--- config.mk ---
export PLATFORM = sky130hd
export DESIGN_NAME = reorder_buffer_commit_flat
export DESIGN_NICKNAME = d
export VERILOG_FILES = /design/src/rtl/reorder_buffer_commit_pkg.sv /design/src/rtl/reorder_buffer_commit_if.sv /design/src/rtl/reorder_buffer_commit_rob_entry.sv /design/src/rtl/reorder_buffer_commit.sv /design/src/flat_wrapper.sv
export SDC_FILE = /design/constraint.sdc
export NUM_CORES = 1
export LEC_CHECK = 0
export CAP_MARGIN = 5
export CORE_UTILIZATION = 45
export CTS_CLUSTER_DIAMETER = 100
export DETAILED_ROUTE_END_ITERATION = 12
export SLEW_MARGIN = 20
export SYNTH_ARGS = -nofsm -noshare
export SYNTH_HDL_FRONTEND = slang
export SYNTH_SLANG_ARGS = --single-unit
--- constraint.sdc ---
create_clock -name CLK -period 3.85 [get_ports CLK]
set_input_delay 0.77 -clock CLK [delete_from_list [all_inputs] [get_ports CLK]]
set_output_delay 0.77 -clock CLK [all_outputs]
set_load 0.01 [all_outputs]
--- src/rtl/reorder_buffer_commit_pkg.sv ---
// Shared ROB types and sizing for the retirement stage.
// Entry record layout and tag/count helper types.
package superscalar_pkg;

  localparam int DEPTH  = 8;
  localparam int TAG_W  = 3;
  localparam int REG_W  = 4;
  localparam int DATA_W = 32;

  typedef logic [TAG_W-1:0]  tag_t;
  typedef logic [TAG_W:0]    cnt_t;
  typedef logic [REG_W-1:0]  reg_t;
  typedef logic [DATA_W-1:0] data_t;

  localparam cnt_t FULL_CNT = cnt_t'(DEPTH);

  typedef struct packed {
    logic  valid;
    logic  done;
    logic  has_dest;
    reg_t  dest;
    data_t data;
  } rob_entry_t;

  function automatic tag_t tag_inc(tag_t t);
    return t + tag_t'(1);
  endfunction

endpackage

--- src/rtl/reorder_buffer_commit_if.sv ---
// Dispatch, CDB, operand-read and ARF-write bundle of the ROB.
// master = core side driving dispatch/CDB, slave = the ROB.
interface reorder_buffer_commit_if;
  import superscalar_pkg::*;

  logic  ALLOC_VALID;
  logic  ALLOC_HAS_DEST;
  reg_t  ALLOC_DEST_REG;
  logic  ALLOC_READY;
  tag_t  ALLOC_TAG;

  logic  CDB_VALID;
  tag_t  CDB_TAG;
  data_t CDB_DATA;

  tag_t  READ_TAG1;
  tag_t  READ_TAG2;
  data_t READ_DATA1;
  data_t READ_DATA2;
  logic  READ_DONE1;
  logic  READ_DONE2;

  logic  WRITE_ENABLE;
  reg_t  WRITE_REG;
  data_t WRITE_DATA;
  tag_t  COMMIT_TAG;
  logic  EMPTY;

  modport master (
    output ALLOC_VALID, ALLOC_HAS_DEST,
    output ALLOC_DEST_REG,
    input  ALLOC_READY, ALLOC_TAG,
    output CDB_VALID, CDB_TAG, CDB_DATA,
    output READ_TAG1, READ_TAG2,
    input  READ_DATA1, READ_DATA2,
    input  READ_DONE1, READ_DONE2,
    input  WRITE_ENABLE, WRITE_REG,
    input  WRITE_DATA, COMMIT_TAG, EMPTY
  );

  modport slave (
    input  ALLOC_VALID, ALLOC_HAS_DEST,
    input  ALLOC_DEST_REG,
    output ALLOC_READY, ALLOC_TAG,
    input  CDB_VALID, CDB_TAG, CDB_DATA,
    input  READ_TAG1, READ_TAG2,
    output READ_DATA1, READ_DATA2,
    output READ_DONE1, READ_DONE2,
    output WRITE_ENABLE, WRITE_REG,
    output WRITE_DATA, COMMIT_TAG, EMPTY
  );

endinterface

--- src/rtl/reorder_buffer_commit_rob_entry.sv ---
// One ROB slot: allocate, capture a CDB result, retire.
// Clear (reset or flush) wins over every other update.
module rob_entry
  import superscalar_pkg::*;
(
  input  logic       clk_i,
  input  logic       rst_i,
  input  logic       clr_i,
  input  logic       alloc_i,
  input  logic       has_dest_i,
  input  reg_t       dest_i,
  input  logic       cdb_i,
  input  data_t      cdb_data_i,
  input  logic       retire_i,
  output rob_entry_t entry_o
);

  rob_entry_t ent_q, ent_d;

  always_comb begin
    ent_d = ent_q;
    if (clr_i) begin
      ent_d.valid = 1'b0;
      ent_d.done  = 1'b0;
    end else if (alloc_i) begin
      ent_d.valid    = 1'b1;
      ent_d.done     = 1'b0;
      ent_d.has_dest = has_dest_i;
      ent_d.dest     = dest_i;
    end else if (retire_i) begin
      ent_d.valid = 1'b0;
      ent_d.done  = 1'b0;
    end else if (cdb_i && ent_q.valid
                 && !ent_q.done) begin
      ent_d.data = cdb_data_i;
      ent_d.done = 1'b1;
    end
  end

  always_ff @(posedge clk_i) begin
    if (rst_i) ent_q <= '0;
    else       ent_q <= ent_d;
  end

  assign entry_o = ent_q;

endmodule

--- src/rtl/reorder_buffer_commit.sv ---
// In-order ROB retirement stage; writer side of the ARF.
// Optional FLUSH port when ROB_FLUSH_EN is defined.
module reorder_buffer_commit
  import superscalar_pkg::*;
(
  input logic CLK,
  input logic RESET,
`ifdef ROB_FLUSH_EN
  input logic FLUSH,
`endif
  reorder_buffer_commit_if.slave rob
);

  logic flush;
`ifdef ROB_FLUSH_EN
  assign flush = FLUSH;
`else
  assign flush = 1'b0;
`endif

  tag_t  head_q, head_d;
  tag_t  tail_q, tail_d;
  cnt_t  count_q, count_d;
  logic  we_q, we_d;
  reg_t  wreg_q, wreg_d;
  data_t wdata_q, wdata_d;
  tag_t  ctag_q, ctag_d;

  rob_entry_t ent [DEPTH];
  rob_entry_t head_ent;
  logic alloc_ready;
  logic alloc_fire;
  logic commit_fire;

  // Readiness from registered count only.
  assign alloc_ready = (count_q < FULL_CNT);
  assign head_ent    = ent[head_q];
  assign alloc_fire  = !flush && rob.ALLOC_VALID
                       && alloc_ready;
  assign commit_fire = !flush && head_ent.valid
                       && head_ent.done;

  for (genvar g = 0; g < DEPTH; g++) begin : g_ent
    rob_entry u_ent (
      .clk_i      (CLK),
      .rst_i      (RESET),
      .clr_i      (flush),
      .alloc_i    (alloc_fire
                   && tail_q == tag_t'(g)),
      .has_dest_i (rob.ALLOC_HAS_DEST),
      .dest_i     (rob.ALLOC_DEST_REG),
      .cdb_i      (rob.CDB_VALID
                   && rob.CDB_TAG == tag_t'(g)),
      .cdb_data_i (rob.CDB_DATA),
      .retire_i   (commit_fire
                   && head_q == tag_t'(g)),
      .entry_o    (ent[g])
    );
  end

  always_comb begin
    head_d  = head_q;
    tail_d  = tail_q;
    count_d = count_q;
    we_d    = 1'b0;
    wreg_d  = wreg_q;
    wdata_d = wdata_q;
    ctag_d  = ctag_q;
    if (flush) begin
      head_d  = '0;
      tail_d  = '0;
      count_d = '0;
    end else begin
      if (alloc_fire) tail_d = tag_inc(tail_q);
      if (commit_fire) begin
        head_d  = tag_inc(head_q);
        we_d    = head_ent.has_dest;
        wreg_d  = head_ent.dest;
        wdata_d = head_ent.data;
        ctag_d  = head_q;
      end
      if (alloc_fire && !commit_fire)
        count_d = count_q + cnt_t'(1);
      else if (!alloc_fire && commit_fire)
        count_d = count_q - cnt_t'(1);
    end
  end

  always_ff @(posedge CLK) begin
    if (RESET) begin
      head_q  <= '0;
      tail_q  <= '0;
      count_q <= '0;
      we_q    <= 1'b0;
      wreg_q  <= '0;
      wdata_q <= '0;
      ctag_q  <= '0;
    end else begin
      head_q  <= head_d;
      tail_q  <= tail_d;
      count_q <= count_d;
      we_q    <= we_d;
      wreg_q  <= wreg_d;
      wdata_q <= wdata_d;
      ctag_q  <= ctag_d;
    end
  end

  data_t rd1, rd2;
  logic  dn1, dn2;

  // A result on the CDB this cycle bypasses the stored entry.
  always_comb begin
    rd1 = ent[rob.READ_TAG1].data;
    dn1 = ent[rob.READ_TAG1].valid
          && ent[rob.READ_TAG1].done;
    if (rob.CDB_VALID
        && rob.CDB_TAG == rob.READ_TAG1) begin
      rd1 = rob.CDB_DATA;
      dn1 = 1'b1;
    end
  end

  always_comb begin
    rd2 = ent[rob.READ_TAG2].data;
    dn2 = ent[rob.READ_TAG2].valid
          && ent[rob.READ_TAG2].done;
    if (rob.CDB_VALID
        && rob.CDB_TAG == rob.READ_TAG2) begin
      rd2 = rob.CDB_DATA;
      dn2 = 1'b1;
    end
  end

  assign rob.ALLOC_READY  = alloc_ready;
  assign rob.ALLOC_TAG    = tail_q;
  assign rob.READ_DATA1   = rd1;
  assign rob.READ_DATA2   = rd2;
  assign rob.READ_DONE1   = dn1;
  assign rob.READ_DONE2   = dn2;
  assign rob.WRITE_ENABLE = we_q;
  assign rob.WRITE_REG    = wreg_q;
  assign rob.WRITE_DATA   = wdata_q;
  assign rob.COMMIT_TAG   = ctag_q;
  assign rob.EMPTY        = (count_q == '0);

endmodule

--- src/flat_wrapper.sv ---
// flat-port wrapper written by rule: the top's interface ports become plain ports
module reorder_buffer_commit_flat import superscalar_pkg::*;
  (CLK, RESET, rob_ALLOC_VALID, rob_ALLOC_HAS_DEST, rob_ALLOC_DEST_REG, rob_ALLOC_READY, rob_ALLOC_TAG, rob_CDB_VALID, rob_CDB_TAG, rob_CDB_DATA, rob_READ_TAG1, rob_READ_TAG2, rob_READ_DATA1, rob_READ_DATA2, rob_READ_DONE1, rob_READ_DONE2, rob_WRITE_ENABLE, rob_WRITE_REG, rob_WRITE_DATA, rob_COMMIT_TAG, rob_EMPTY);
  reorder_buffer_commit_if rob_i ();
  input logic CLK;
  input logic RESET;
  input wire logic [$bits(rob_i.ALLOC_VALID)-1:0] rob_ALLOC_VALID;
  input wire logic [$bits(rob_i.ALLOC_HAS_DEST)-1:0] rob_ALLOC_HAS_DEST;
  input wire logic [$bits(rob_i.ALLOC_DEST_REG)-1:0] rob_ALLOC_DEST_REG;
  output wire logic [$bits(rob_i.ALLOC_READY)-1:0] rob_ALLOC_READY;
  output wire logic [$bits(rob_i.ALLOC_TAG)-1:0] rob_ALLOC_TAG;
  input wire logic [$bits(rob_i.CDB_VALID)-1:0] rob_CDB_VALID;
  input wire logic [$bits(rob_i.CDB_TAG)-1:0] rob_CDB_TAG;
  input wire logic [$bits(rob_i.CDB_DATA)-1:0] rob_CDB_DATA;
  input wire logic [$bits(rob_i.READ_TAG1)-1:0] rob_READ_TAG1;
  input wire logic [$bits(rob_i.READ_TAG2)-1:0] rob_READ_TAG2;
  output wire logic [$bits(rob_i.READ_DATA1)-1:0] rob_READ_DATA1;
  output wire logic [$bits(rob_i.READ_DATA2)-1:0] rob_READ_DATA2;
  output wire logic [$bits(rob_i.READ_DONE1)-1:0] rob_READ_DONE1;
  output wire logic [$bits(rob_i.READ_DONE2)-1:0] rob_READ_DONE2;
  output wire logic [$bits(rob_i.WRITE_ENABLE)-1:0] rob_WRITE_ENABLE;
  output wire logic [$bits(rob_i.WRITE_REG)-1:0] rob_WRITE_REG;
  output wire logic [$bits(rob_i.WRITE_DATA)-1:0] rob_WRITE_DATA;
  output wire logic [$bits(rob_i.COMMIT_TAG)-1:0] rob_COMMIT_TAG;
  output wire logic [$bits(rob_i.EMPTY)-1:0] rob_EMPTY;
  assign rob_i.ALLOC_VALID = rob_ALLOC_VALID;
  assign rob_i.ALLOC_HAS_DEST = rob_ALLOC_HAS_DEST;
  assign rob_i.ALLOC_DEST_REG = rob_ALLOC_DEST_REG;
  assign rob_ALLOC_READY = rob_i.ALLOC_READY;
  assign rob_ALLOC_TAG = rob_i.ALLOC_TAG;
  assign rob_i.CDB_VALID = rob_CDB_VALID;
  assign rob_i.CDB_TAG = rob_CDB_TAG;
  assign rob_i.CDB_DATA = rob_CDB_DATA;
  assign rob_i.READ_TAG1 = rob_READ_TAG1;
  assign rob_i.READ_TAG2 = rob_READ_TAG2;
  assign rob_READ_DATA1 = rob_i.READ_DATA1;
  assign rob_READ_DATA2 = rob_i.READ_DATA2;
  assign rob_READ_DONE1 = rob_i.READ_DONE1;
  assign rob_READ_DONE2 = rob_i.READ_DONE2;
  assign rob_WRITE_ENABLE = rob_i.WRITE_ENABLE;
  assign rob_WRITE_REG = rob_i.WRITE_REG;
  assign rob_WRITE_DATA = rob_i.WRITE_DATA;
  assign rob_COMMIT_TAG = rob_i.COMMIT_TAG;
  assign rob_EMPTY = rob_i.EMPTY;
  reorder_buffer_commit u_core (.CLK(CLK), .RESET(RESET), .rob(rob_i));
endmodule
==> key figures <==
Synth
  – Share of the yosys chip area belonging to registers: 0.356
  – Library cells used by synthesis: 40
  – Synthesized cell area: 0.0204 mm2
  – Synth Net Count: 1987
  – Post-synthesis average cell area: 10.6 um2
  – Synthesis warning total: 0
  – #FFs+latches synth: 362
  – Cell count after synthesis: 1921

Clock network
  – Total of cells resized after clock tree synthesis: 0
  – Buffers inserted during post-CTS setup optimization: 0
  – Clock latency reported for the late side of the worst-skew pair: 0.57 ns
  – Total number of H-tree levels: 2
  – Quantity of hold-fixing buffers added after cts: 0
  – Cts bufs inserted: 43
  – Clock tree from TritonCTS: built
  – Root buffer selected by CTS: sky130_fd_sc_hd__clkbuf_16
  – Clock transition at the register clock pins on the worst setup and hold paths after CTS: 0.06 ns
  – Number of buffers on the longest clock path: 3
  – Num Clock Sinks: 362

Hold path
  – Startpoint of the most critical hold path: u_core.g_ent[7].u_ent.entry_o[35]
  – Worst Hold Class: reg -> reg

Critical path
  – Kind of cell adding the most delay to the critical path: buffers and inverters
  – Critical setup path kind: in -> out
  – FF-to-FF Start: u_core.head_q[1]
  – CP max-delay cell: sky130_fd_sc_hd__clkdlybuf4s50_1
  – Buf/Inv on CP: 3
  – Type of destination of the critical path: primary output
  – Data required time at the worst endpoint: 3.08 ns
  – Critical path launch point type: input pin
  – Most Frequent Cell on Critical Path: sky130_fd_sc_hd__clkdlybuf4s50_1
  – Critical Path Max Stage Delay: 0.59 ns
  – Top fanout value on the critical path: 65
  – Crit path arrival time: 2.81 ns
  – Cell Chain, Critical Path: clkdlybuf4s50_1 > xnor2_1 > nand4_1 > buf_12 > nor2_1 > a21oi_1 > clkdlybuf4s50_1
  – Start point of the critical path: rob_CDB_TAG[0]

Floorplan
  – Die Area: 0.0461 mm2
  – Effective utilization at floorplan: 0.459
  – Number of core rows: 77
  – Number of I/O pins: 161
  – Die outline width: 215 um
  – Die Y-Extent: 215 um
  – Floorplan Core Area: 0.0444 mm2

Route
  – First-pass detailed-route iteration total: 5
  – Antenna-violating nets left: 0
  – Via count: 15476
  – Number of design-rule violations left by the first detailed-router iteration: 1151
  – Routed vias/inst: 5.92
  – # DRC: 0
  – Total Wirelength: 59200 um
  – Mean routed wirelength per cell: 22.6 um

STA
  – Total setup violations reported at the end of the flow: 0
  – Fin Setup TNS: 0 ns
  – Maximum clock frequency: 279 MHz
  – Worst-margin pin slew: 0.979 ns
  – Worst Skew: 0.0177 ns
  – Minimum clock period: 3.58 ns
  – Hold slack final: 0.453 ns
  – Final critical-path share of the clock period: 0.930
  – Unrepaired setup endpoints after global routing: no
  – Number of pins with negative max-slew slack in the final report: 0
  – Final-report hold violation count: 0
  – Max-slew headroom at the worst pin: 0.347

Power
  – Final Power: 9.04 mW
  – Reported leakage power: 8.37 nW
  – Largest vdd supply drop: 0.339 mV
  – Total power divided by cell area: 375 mW/mm2

Run status
  – Result of the run: finished clean

Finish
  – Relative area change from synthesis to final layout: 18.2%
  – Nets@finish: 2055
  – Fillcell total: 3864
  – Share of cells above drive strength 1: 0.180

Global route
  – First-pass GRT wire length: 92500 um
  – Number of global-route vias before repair: 15458
  – Total Routing Usage GR: 0.256
  – Maximum number of pins on one net before global-route repair: 120
  – Total overflow reported by the global router: 0
  – Initial antenna violation count: 5

Place
  – Detailed Place HPWL: 36800 um
  – Weighted congestion reported at the end of routability-driven placement: 0.820
  – Buffers added on ports: 160

Flow run
  – Number of maximum-capacitance constraint violations: 0
## power breakdown
group	leakage (nW)	switching, mW	internal (mW)
registers	2.92	0.0625	3.81
logic	4.72	0.510	0.433
clock network	0.726	1.64	2.59
total	8.37	2.21	6.84
## cell usage after synthesis
library cell	count	area [um2]
sky130_fd_sc_hd__clkbuf_1	131	492
sky130_fd_sc_hd__mux2_2	1	11.3
sky130_fd_sc_hd__and2_0	2	12.5
sky130_fd_sc_hd__nand2b_1	97	607
sky130_fd_sc_hd__nor2_1	346	1300
sky130_fd_sc_hd__buf_6	5	56.3
sky130_fd_sc_hd__o211ai_1	2	15.0
sky130_fd_sc_hd__a21o_1	1	7.51
sky130_fd_sc_hd__mux2i_1	352	3520
sky130_fd_sc_hd__a211oi_1	1	7.51
sky130_fd_sc_hd__or3_1	1	6.26
sky130_fd_sc_hd__buf_2	18	90.1
sky130_fd_sc_hd__nor4_1	1	6.26
sky130_fd_sc_hd__a211oi_2	2	25.0
sky130_fd_sc_hd__xnor2_1	9	78.8
sky130_fd_sc_hd__a311oi_2	6	90.1
sky130_fd_sc_hd__nand3_1	6	30.0
sky130_fd_sc_hd__and2_1	11	68.8
sky130_fd_sc_hd__xor2_1	1	8.76
sky130_fd_sc_hd__a2111oi_1	2	20.0
sky130_fd_sc_hd__ha_1	15	188
sky130_fd_sc_hd__mux4_2	209	4710
sky130_fd_sc_hd__nand2_1	114	428
sky130_fd_sc_hd__buf_1	28	105
sky130_fd_sc_hd__fa_1	1	20.0
sky130_fd_sc_hd__a311oi_1	36	315
sky130_fd_sc_hd__nand4_1	2	12.5
sky130_fd_sc_hd__nor2b_1	4	25.0
sky130_fd_sc_hd__nor3_1	5	25.0
sky130_fd_sc_hd__nand4b_1	8	70.1
sky130_fd_sc_hd__a31oi_1	8	50.1
sky130_fd_sc_hd__o21ai_2	1	8.76
sky130_fd_sc_hd__buf_4	19	143
sky130_fd_sc_hd__o21ai_0	4	20.0
sky130_fd_sc_hd__o21ai_1	1	5.00
sky130_fd_sc_hd__inv_1	9	33.8
sky130_fd_sc_hd__inv_2	3	11.3
sky130_fd_sc_hd__dfxtp_1	362	7250
sky130_fd_sc_hd__a21oi_1	91	455
sky130_fd_sc_hd__a2111oi_0	6	52.6
## stage by stage
stage | setup slack, ns | std cells | util | area [um2]
CTS | 0.266 | 2613 | 0.542 | 24100
finish | 0.268 | 2616 | 0.542 | 24100
global placement | 0.286 | 2536 | 0.509 | 22600
detailed placement | 0.268 | 2536 | 0.509 | 22600
global route | 0.0644 | 2615 | 0.542 | 24100
floorplan | 0.596 | 1921 | - | 20400
## worst paths after layout
path / end / slack (ns) / cells after the start
setup / recovery: rob_READ_DATA2[31] / 0.27 / 7
hold / removal: u_core.g_ent[7].u_ent.entry_o[35] / 0.45 / 2
setup reg to reg: u_core.count_q[3] / 0.72 / 13
hold reg to reg: u_core.g_ent[7].u_ent.entry_o[35] / 0.45 / 2
## registers in the layout, indices dropped and copies added, names as in the netlist
register	flops
u_core.count_q	4
u_core.g_ent.u_ent.entry_o	312
u_core.head_q	3
u_core.rob.ALLOC_TAG	3
u_core.rob.COMMIT_TAG	3
u_core.rob.WRITE_DATA	32
u_core.rob.WRITE_ENABLE	1
u_core.rob.WRITE_REG	4
## area by class of cell
cell class	instances	area, um2	share of cell area
Multi-Input combinational cell	1346	12300	0.510
Sequential cell	362	7260	0.301
Timing Repair Buffer	224	2290	0.0949
Clock buffer	65	1300	0.0540
Tap cell	592	741	0.0307
Clock inverter	12	168	0.00696
Inverter	12	45.0	0.00187
Antenna cell	3	7.51	0.000312
## worst reg2reg max path, stage by stage, from the launching register on
cell                      delay, ns
sky130_fd_sc_hd__dfxtp_2       0.32
sky130_fd_sc_hd__inv_2         0.07
sky130_fd_sc_hd__buf_4         0.28
sky130_fd_sc_hd__mux4_2        0.54
sky130_fd_sc_hd__mux2_4        0.34
sky130_fd_sc_hd__inv_2         0.06
sky130_fd_sc_hd__ha_1          0.18
sky130_fd_sc_hd__inv_1         0.10
sky130_fd_sc_hd__ha_1          0.29
sky130_fd_sc_hd__a21o_1        0.17
sky130_fd_sc_hd__a21oi_1       0.17
sky130_fd_sc_hd__xnor2_1       0.09
sky130_fd_sc_hd__or3_1         0.30
sky130_fd_sc_hd__a21oi_1       0.13
## cell usage in the layout (no fill, tap or decap), types with 3 or more instances in the layout
cell                              netlist  routed
sky130_fd_sc_hd__a2111oi_0              6       6
sky130_fd_sc_hd__a21oi_1               91      91
sky130_fd_sc_hd__buf_4                 19      48
sky130_fd_sc_hd__ha_1                  15      15
sky130_fd_sc_hd__inv_2                  3       3
sky130_fd_sc_hd__clkinv_2               0       6
sky130_fd_sc_hd__buf_12                 0      18
sky130_fd_sc_hd__clkbuf_1             131      10
sky130_fd_sc_hd__mux2i_1              352     352
sky130_fd_sc_hd__nor2b_1                4       4
sky130_fd_sc_hd__a31oi_1                8       8
sky130_fd_sc_hd__nand3_1                6       6
sky130_fd_sc_hd__nand4b_1               8       8
sky130_fd_sc_hd__a311oi_1              36      36
sky130_fd_sc_hd__nand2b_1              97      97
sky130_fd_sc_hd__clkdlybuf4s50_1        0     153
sky130_fd_sc_hd__nor3_1                 5       5
sky130_fd_sc_hd__dfxtp_1              362     359
sky130_fd_sc_hd__xnor2_1                9       9
sky130_fd_sc_hd__mux4_2               209     209
sky130_fd_sc_hd__clkbuf_8               0      10
sky130_fd_sc_hd__inv_1                  9       9
sky130_fd_sc_hd__and2_1                11      11
sky130_fd_sc_hd__o21ai_0                4       4
sky130_fd_sc_hd__buf_2                 18       4
sky130_fd_sc_hd__nand2_1              114     114
sky130_fd_sc_hd__bufinv_16              0       4
sky130_fd_sc_hd__nor2_1               346     346
sky130_fd_sc_hd__clkbuf_16              0      45
sky130_fd_sc_hd__diode_2                0       3
sky130_fd_sc_hd__a311oi_4               0       6
## layer usage
layer / GRT usage / part of all wire / vias to the layer above
met4: 0.0845 / 0.026 / 4
met2: 0.429 / 0.49 / 485
met5: 0 / 0.00047 / -
met3: 0.0430 / 0.053 / 96
met1: 0.336 / 0.43 / 7798
li1: - / - / 7093
## cell families (layout without fill, tap and decap cells)
kind of cell | after synthesis | in the layout | synth area share
xor+xnor | 10 | 10 | 0.00430
buf+inv | 213 | 313 | 0.0457
fa+ha+maj | 16 | 16 | 0.0102
compound gates | 161 | 161 | 0.0526
other cells | 0 | 3 | 0
simple gates | 597 | 597 | 0.127
flops | 362 | 362 | 0.356
mux | 562 | 562 | 0.404
(Power assumes the default switching activity.)
